===== src/rtl/mips_ctrl_pkg.sv =====
// mips_ctrl_pkg: opcode/funct/alucontrol codes, aluop and state encodings.
// Defining MC_BNE_EN adds the BNE state.
package mips_ctrl_pkg;
  localparam logic [5:0] OP_RTYPE = 6'b000000, OP_LW = 6'b100011, OP_SW = 6'b101011,
                         OP_BEQ = 6'b000100, OP_BNE = 6'b000101, OP_ADDI = 6'b001000,
                         OP_J = 6'b000010;
  localparam logic [5:0] F_ADD = 6'b100000, F_SUB = 6'b100010, F_AND = 6'b100100,
                         F_OR = 6'b100101, F_SLT = 6'b101010;
  localparam logic [2:0] AC_ADD = 3'b010, AC_SUB = 3'b110, AC_AND = 3'b000,
                         AC_OR = 3'b001, AC_SLT = 3'b111;
  typedef enum logic [1:0] {ALUOP_ADD = 2'b00, ALUOP_SUB = 2'b01, ALUOP_FUNCT = 2'b10} aluop_t;
  typedef enum logic [3:0] {
    FETCH, DECODE, MEMADR, MEMRD, MEMWB, MEMWR, EXECUTE, ALUWB, BRANCH, ADDIEXEC, ADDIWB, JUMP
`ifdef MC_BNE_EN
    , BNE
`endif
  } state_t;
endpackage


===== src/rtl/aludec.sv =====
// aludec: aluop + funct -> alucontrol; unknown funct falls back to add.
module aludec
  import mips_ctrl_pkg::*;
(
  input  logic [5:0] funct,
  input  logic [1:0] aluop,
  output logic [2:0] alucontrol
);
  always_comb
    alucontrol = aluop == ALUOP_ADD ? AC_ADD :
                 aluop == ALUOP_SUB ? AC_SUB :
                 funct == F_SUB ? AC_SUB :
                 funct == F_AND ? AC_AND :
                 funct == F_OR  ? AC_OR  :
                 funct == F_SLT ? AC_SLT : AC_ADD;
endmodule


===== src/rtl/mips_multicycle_ctrl.sv =====
// mips_multicycle_ctrl: Moore main decoder FSM for the multicycle MIPS datapath plus aludec.
// Optional MC_BNE_EN adds a BNE state with inverted branch condition.
module mips_multicycle_ctrl
  import mips_ctrl_pkg::*;
#(
  parameter int STATE_W = 4
) (
  input  logic       clk,
  input  logic       reset,
  input  logic [5:0] op,
  input  logic [5:0] funct,
  input  logic       zero,
  output logic       iord,
  output logic       memwrite,
  output logic       irwrite,
  output logic       regdst,
  output logic       memtoreg,
  output logic       regwrite,
  output logic       alusrca,
  output logic [1:0] alusrcb,
  output logic [1:0] pcsrc,
  output logic [2:0] alucontrol,
  output logic       pcen
);
  logic [STATE_W-1:0] state;
  state_t nxt;
  aluop_t aluop;
  logic mw, rw, iw, pcwrite, branch, bn;
  always_ff @(posedge clk or posedge reset)
    if (reset) state <= FETCH;
    else state <= nxt;
  always_comb begin
    nxt = FETCH;
    aluop = ALUOP_ADD;
    {iord, mw, iw, regdst, memtoreg, rw, alusrca, pcwrite, branch, bn} = '0;
    alusrcb = 2'b00;
    pcsrc = 2'b00;
    case (state)
      FETCH: begin
        iw = 1'b1;
        pcwrite = 1'b1;
        alusrcb = 2'b01;
        nxt = DECODE;
      end
      DECODE: begin
        alusrcb = 2'b11;
        nxt = (op == OP_LW || op == OP_SW) ? MEMADR :
              op == OP_RTYPE ? EXECUTE :
              op == OP_BEQ ? BRANCH :
              op == OP_ADDI ? ADDIEXEC :
              op == OP_J ? JUMP :
`ifdef MC_BNE_EN
              op == OP_BNE ? BNE :
`endif
              FETCH;
      end
      MEMADR: begin
        alusrca = 1'b1;
        alusrcb = 2'b10;
        nxt = op == OP_LW ? MEMRD : MEMWR;
      end
      MEMRD: begin
        iord = 1'b1;
        nxt = MEMWB;
      end
      MEMWB: {memtoreg, rw} = 2'b11;
      MEMWR: {iord, mw} = 2'b11;
      EXECUTE: begin
        alusrca = 1'b1;
        aluop = ALUOP_FUNCT;
        nxt = ALUWB;
      end
      ALUWB: {regdst, rw} = 2'b11;
      BRANCH: begin
        alusrca = 1'b1;
        aluop = ALUOP_SUB;
        pcsrc = 2'b01;
        branch = 1'b1;
      end
`ifdef MC_BNE_EN
      BNE: begin
        alusrca = 1'b1;
        aluop = ALUOP_SUB;
        pcsrc = 2'b01;
        bn = 1'b1;
      end
`endif
      ADDIEXEC: begin
        alusrca = 1'b1;
        alusrcb = 2'b10;
        nxt = ADDIWB;
      end
      ADDIWB: rw = 1'b1;
      JUMP: begin
        pcsrc = 2'b10;
        pcwrite = 1'b1;
      end
      default: alusrcb = 2'b01;
    endcase
  end
  // reset masks every write enable so a mid-instruction reset never commits state
  assign memwrite = mw & ~reset;
  assign regwrite = rw & ~reset;
  assign irwrite = iw & ~reset;
  assign pcen = ~reset & (pcwrite | (branch & zero) | (bn & ~zero));
  aludec u_aludec (.funct(funct), .aluop(aluop), .alucontrol(alucontrol));
endmodule

===== config.mk =====
export PLATFORM = sky130hd
export DESIGN_NAME = mips_multicycle_ctrl
export DESIGN_NICKNAME = d
export VERILOG_FILES = /design/src/rtl/mips_ctrl_pkg.sv /design/src/rtl/aludec.sv /design/src/rtl/mips_multicycle_ctrl.sv
export SDC_FILE = /design/constraint.sdc
export NUM_CORES = 1
export LEC_CHECK = 0
export BUFFER_PORTS_ARGS = -buffer_cell sky130_fd_sc_hd__buf_2
export CORE_MARGIN = 2
export CORE_UTILIZATION = 35
export CTS_BUF_LIST = sky130_fd_sc_hd__clkbuf_2
export CTS_CLUSTER_SIZE = 30
export DETAILED_ROUTE_END_ITERATION = 8
export MAX_ROUTING_LAYER = met4
export PLACE_DENSITY = 0.73
export SLEW_MARGIN = 20
export SYNTH_ARGS = -nofsm -noshare
export SYNTH_HDL_FRONTEND = slang
export SYNTH_SLANG_ARGS = --single-unit
export TNS_END_PERCENT = 20

===== constraint.sdc =====
create_clock -name clk -period 2.2 [get_ports clk]
set_clock_uncertainty 0.05 [all_clocks]
set_input_delay 0.22 -clock clk [delete_from_list [all_inputs] [get_ports clk]]
set_output_delay 0.22 -clock clk [all_outputs]
set_load 0.01 [all_outputs]

==> results of run 1 <==
synth_stat cells, drive strengths merged:
master  n
nand3   2
o32ai   1
a211oi  1
and3    2
a21oi   5
dfrtp   4
inv     3
nand2b  4
nor2b   2
nand3b  1
nand2   7
or3     1
xor2    2
nor4b   2
mux2    1
o211a   1
a221oi  1
xnor2   1
o211ai  1
clkbuf  1
buf     4
nor2    9
o21bai  1
nand4b  1
or4     1
a32oi   1
nor3b   1
o21ai   2
nor3    7
per-layer routing:
layer / vias to the layer above / global-route usage [%] / part of all wire, %
met2: 21 / 25.9 / 51
met5: - / - / 0
met1: 279 / 20.7 / 42
met3: 0 / 3.45 / 7.2
met4: 0 / 7.50 / 0
li1: 304 / - / -
cell type report:
type | count | area (µm²) | share of cell area [%]
Tap cell | 15 | 18.8 | 2.89
Clock buffer | 3 | 15.0 | 2.31
Sequential cell | 4 | 100 | 15.4
Multi-Input combinational cell | 58 | 349 | 53.8
Inverter | 3 | 11.3 | 1.73
Timing Repair Buffer | 30 | 155 | 23.9
stage by stage:
stage	hold slack [ns]	worst slack, ns	util [%]
floorplan	-0.0639	0.772	-
global placement	0.0982	0.622	46.8
detailed placement	0.101	0.614	46.8
CTS	0.310	0.398	48.7
global route	0.377	0.205	48.7
finish	0.318	0.395	48.7
where the power goes:
part | internal (µW) | switching (µW)
clock | 36.7 | 29.9
sequential | 88.4 | 51.0
combinational | 94.0 | 99.9
worst paths after layout:
check / start / end / cells after the start
worst min-delay path: op[4] / state[1] / 4
worst max-delay path: state[1] / alucontrol[1] / 4
max in group asynchronous: reset / state[3] / 3
worst min register to register: state[3] / state[0] / 1
min in group asynchronous: reset / state[1] / 3
worst max register to register: state[1] / state[0] / 2
repair_timing:
item	in CTS	in global routing
hold buffers	1	0
buffers inserted	0	0
endpoints found under the hold margin	4	0
worst register-to-register path, stage by stage, from the launching register on:
cell      delay [ns]
dfrtp_1         0.49
or3_1           0.43
a221oi_2        0.23
cells by family (layout without fill, tap and decap cells):
group                  after synthesis  in the layout
buffers and inverters                8             36
XOR/XNOR                             3              3
multiplexers                         1              1
flip-flops                           4              4
AND/OR/NAND/NOR                     40             40
AO/OA/AOI/OAI                       14             14
==> results.py, run 1 <==
metrics = {
    "layout": {
        "layout.cells.most_common_list": "buf_2, nor2_1, nand2_1, nor3_1, a21oi_1",
        "fillers": 153,
        "layout.cells.non_filler": 113,
        "largest_register_ffs": 4,
        "syn_to_final_growth_pct": 27.5,
        "n_antenna_cell": 0,
        "regMostFlops": "state",
        "finish.instance_area_um2": 649,
        "finish.net_count": 115,
        "drive_gt1_share_pct": 35.7,
        "final_common_cell": "buf_2",
        "largestRegisters": "state x4",
    },
    "placed_design": {
        "place_area_um2": 624,
        "gp_congestion": 0.794,
        "post-dp-hpwl_mm": 1.00,
        "dp_cells": 109,
        "port_buffers": 29,
    },
    "setup_path": {
        "r2r_slack_ns": 0.91,
        "cp_top_family": "simple AND/OR/NAND/NOR gates",
        "crit_slowest_cell": "dfrtp_1",
        "required_ns": 1.93,
        "critPathBufInv": 1,
        "crit_path_cell_trace": "nor2b_1, nand4b_1, nand2b_1, buf_2",
        "path_max_fanout": 12,
        "slowest_delay_ns": 0.54,
        "critPathLaunchType": "flop",
        "crit_type": "reg -> out",
        "crit_path_end_kind": "output port",
        "crit_arrival_ns": 1.53,
    },
    "run": {
        "maxCapViolCount": 0,
    },
    "routing": {
        "routedWlPerCell_um": 11.4,
        "firstDrtPassIters": 4,
        "ant_nets": 0,
        "routed_wl_mm": 1.29,
        "vias": 604,
        "drt_iter0_markers": 15,
        "drc": 0,
        "vias_per_cell": 5.35,
    },
    "synthesis": {
        "synth_compound_area_share_pct": 19.7,
        "yosysWarnings": 0,
        "synth_xor_area_share_pct": 5.16,
        "ys_types": 30,
        "syn_avg_cell_area_um2": 7.27,
        "synthMuxAreaShare_pct": 2.21,
        "synth.top_cell.area_share_pct": 19.7,
        "synth_area_leaders": "dfrtp_1, buf_6, nor3_1",
        "syn_nets": 85,
        "synth_top_family_by_area": "simple AND/OR/NAND/NOR gates",
        "syn_area_um2": 509,
        "synth_top_area_cell": "dfrtp_1",
        "synthSimpleGateAreaFrac_pct": 41.5,
        "synth_seq_area_share_pct": 19.7,
        "yosys.area_share.adder_pct": 0,
        "ys_ff_latch": 4,
        "synthCells": 70,
    },
    "run_status": {
        "outcome": "finished clean",
    },
    "die": {
        "start_util_pct": 38.2,
        "die_x_um": 42.1,
        "die_height_um": 42.1,
        "row_count": 13,
        "core_area_mm2": 0.00133,
        "io_pins": 30,
        "die_area_mm2": 0.00178,
    },
    "global_routing": {
        "antenna_found_initial": 0,
        "grt_pass1_vias": 533,
        "grt_pass1_wl_mm": 2.31,
        "grt.total_usage_pct": 16.7,
        "grt_max_degree": 14,
        "grt_overflow": 0,
    },
    "timing": {
        "timing.final.hold_violations": 0,
        "tns_ns": 0,
        "rsz0062_at_grt": "no",
        "fin_crit_sh_pct": 82.0,
        "worst_pin_slew_ns": 0.409,
        "fmax_mhz": 554,
        "slew_violations": 0,
        "max-slew-margin-rel_pct": 72.8,
        "min_period_ns": 1.80,
        "setup_viol": 0,
    },
    "cts": {
        "root_buffer": "clkbuf_2",
        "clock_sinks": 4,
        "clkTransAtPathRegs_ns": 0.04,
        "cts_resized": 0,
        "cts_buffer_depth": 2,
        "clk_latency_ns": 0.21,
        "cts_max_level": 1,
        "cts_tree": "done",
        "cts_made_buffers": 3,
    },
    "pwr": {
        "p_leak_uw": 0.000314,
        "vdd_ir_drop_max_mv": 0.268,
        "pwr_density_cell_mw_per_mm2": 616,
        "p_total_uw": 400,
    },
    "min_path": {
        "min_path_type": "in -> reg",
    },
}
No activity file was read; power rests on OpenSTA's default activity.
==> run 2: changes to the inputs <==
ABC_AREA = 1   (was unset)
PLACE_DENSITY = 0.74   (was 0.73)
clock period = 1.6 ns   (was 2.2 ns; I/O delays follow)
==> results.py, run 2 <==
metrics = {
    "run_status": {
        "outcome": "finished clean",
    },
    "global_routing": {
        "grt_pass1_wl_mm": 2.48,
        "antenna_found_initial": 0,
        "grt_pass1_vias": 676,
        "grt.total_usage_pct": 18.1,
        "grt_max_degree": 7,
        "grt_overflow": 0,
    },
    "pwr": {
        "pwr_density_cell_mw_per_mm2": 898,
        "combinationalPowerShare_pct": 60.2,
        "swShare_pct": 51.6,
        "p_total_uw": 692,
        "seqPwrFrac_pct": 26.2,
        "p_int_uw": 335,
        "switchingPower_uw": 357,
        "power_frac_clock_pct": 13.6,
        "vdd_ir_drop_max_mv": 0.460,
        "p_leak_uw": 0.000486,
    },
    "placed_design": {
        "gp_congestion": 0.870,
        "dp_cells": 153,
        "place_area_um2": 723,
        "port_buffers": 29,
        "post-dp-hpwl_mm": 1.23,
    },
    "setup_path": {
        "crit_path_end_kind": "output port",
        "r2r_start": "state[2]",
        "critPathLaunchType": "flop",
        "crit_slowest_cell": "dfrtp_1",
        "r2r_end": "state[2]",
        "reg2reg_depth": 5,
        "path_max_fanout": 5,
        "crit_path_cell_trace": "nor2_1, nand2_1, nand2_1, a21oi_1, nor2_2, buf_2",
        "slowest_delay_ns": 0.43,
        "crit_arrival_ns": 1.34,
        "cp_top_family": "simple AND/OR/NAND/NOR gates",
        "required_ns": 1.39,
        "r2r_slack_ns": 0.36,
        "crit_top_cell": "nand2_1",
        "crit_type": "reg -> out",
        "critPathBufInv": 1,
    },
    "synthesis": {
        "synth_seq_area_share_pct": 17.9,
        "synth_compound_area_share_pct": 7.62,
        "synth_most_common_cell": "nor2_1",
        "synthMuxAreaShare_pct": 0,
        "yosys.area_share.adder_pct": 0,
        "synth.top_cell.area_share_pct": 17.9,
        "yosysWarnings": 0,
        "synth_flop_cell": "dfrtp_1",
        "synth_edf_count": 0,
        "ys_ff_latch": 4,
        "synth_xor_area_share_pct": 0,
        "ys_types": 17,
        "synth_area_leaders": "dfrtp_1, nor2_1, nand2_1",
        "synth_top_family_by_area": "simple AND/OR/NAND/NOR gates",
        "syn_area_um2": 558,
        "synth_top_area_cell": "dfrtp_1",
        "synthCells": 108,
        "syn_nets": 123,
        "syn_avg_cell_area_um2": 5.17,
        "synth_commonest_cells": "nor2_1, nand2_1, inv_1, nand3_1",
        "async_flop_share_pct": 100,
        "synthSimpleGateAreaFrac_pct": 58.3,
    },
    "die": {
        "io_pins": 30,
        "die_x_um": 43.9,
        "row_count": 14,
        "die_height_um": 43.9,
        "core_area_mm2": 0.00151,
        "start_util_pct": 37.0,
        "die_area_mm2": 0.00193,
    },
    "cts": {
        "clock_sinks": 4,
        "cts_made_buffers": 3,
        "clkTransAtPathRegs_ns": 0.05,
        "post_cts_buffers": 0,
        "root_buffer": "clkbuf_2",
        "cts_tree": "done",
        "cts_max_level": 1,
        "cts_buffer_depth": 2,
        "clk_latency_ns": 0.21,
    },
    "run": {
        "maxCapViolCount": 0,
    },
    "layout": {
        "layout.cells.most_common_list": "buf_2, nor2_1, nand2_1",
        "regMostFlops": "state",
        "largestRegisters": "state x4",
        "final_common_cell": "buf_2",
        "syn_to_final_growth_pct": 38.1,
        "layout.cells.non_filler": 157,
        "drive_gt1_share_pct": 36.2,
        "finish.instance_area_um2": 771,
        "n_antenna_cell": 0,
        "largest_register_ffs": 4,
        "finish.net_count": 158,
        "fillers": 171,
    },
    "min_path": {
        "hold_path_depth": 4,
        "min_from": "op[4]",
        "min_path_type": "in -> reg",
        "min_to": "state[2]",
    },
    "timing": {
        "timing.final.hold_violations": 0,
        "setup_viol": 0,
        "worst_pin_slew_ns": 0.297,
        "tns_ns": 0,
        "min_period_ns": 1.55,
        "fmax_mhz": 647,
        "max-slew-margin-rel_pct": 80.1,
        "slew_violations": 0,
        "timing.hold.ws_ns": 0.284,
        "rsz0062_at_grt": "yes",
        "fin_crit_sh_pct": 96.6,
    },
    "routing": {
        "routedWlPerCell_um": 9.46,
        "drc": 0,
        "drt_iter0_markers": 15,
        "ant_nets": 0,
        "vias": 741,
        "firstDrtPassIters": 4,
        "vias_per_cell": 4.72,
        "routed_wl_mm": 1.49,
    },
}
[run 2: changes by cell type in the layout (fill, tap and decap cells not counted), moves of 3 or more]
cell,previous run,this run
nor2_1,9,24
inv_1,3,17
nand2_1,7,21
nand3_1,2,12
nor3_1,7,1
inv_2,0,5
nand2_2,0,4
nand2b_1,4,0
nand4_1,0,3
nor2_2,0,3
[run 2: cell families (layout without fill, tap and decap cells)]
family / after synthesis / count (layout)
AOI/OAI and AO/OA: 8 / 8
buffers and inverters: 24 / 57
and+or+nand+nor: 72 / 72
DFF: 4 / 4
[run 2: stage by stage]
| stage | utilization [%] | worst slack, ns |
|---|---|---|
| 2_1_floorplan | - | 0.318 |
| 3_3_place_gp | 48.0 | 0.272 |
| 3_5_place_dp | 48.0 | 0.234 |
| 4_1_cts | 49.7 | 0.00300 |
| 5_1_grt | 51.2 | -0.0423 |
| 6_report | 51.2 | 0.0543 |
[run 2: how the worst max path moves through the flow]
stage          startpoint  cells past startpoint            end
2_1_floorplan    state[1]                      5           pcen
3_3_place_gp     state[3]                      8  alucontrol[0]
3_5_place_dp     state[0]                      7           pcen
4_1_cts          state[0]                      7           pcen
5_1_grt          state[2]                      6           pcen
6_report         state[2]                      6           pcen
[run 2: final cells by class]
cell class	count	area [µm²]	area share, %
sequential	4	103	13.3
clock buffer	3	15.0	1.95
tap	16	20.0	2.60
inverter	24	93.8	12.2
multi-input combinational	80	384	49.8
timing repair buffer	30	155	20.1
[run 2: routing by layer]
metal  part of all wire (%)  GRT usage [%]  up-vias  wire, µm
met1                     43           18.5      319       644
li1                       -              -      400         -
met5                      0              -        -         0
met2                     52           30.6       22       767
met4                      0           12.1        0         0
met3                    5.0           3.75        0        75
[run 2: worst min-delay path, cell delays in order]
cell	delay, ns
buf_2	0.09
nor2_1	0.08
nand4_1	0.09
nand3_1	0.08
[run 2: repair_timing]
item,CTS,global route
setup endpoints to repair,0,5
hold buffers,1,0
gates resized for setup,0,10
endpoints found under the hold margin,4,0
[run 2: power groups by stage]
stage	registers (µW)	clock network, µW	logic (µW)
5_1_grt	188	101	464
6_report	181	93.8	417
4_1_cts	169	96.4	410
2_1_floorplan	165	0	277
3_3_place_gp	168	0	397
3_5_place_dp	171	0	407
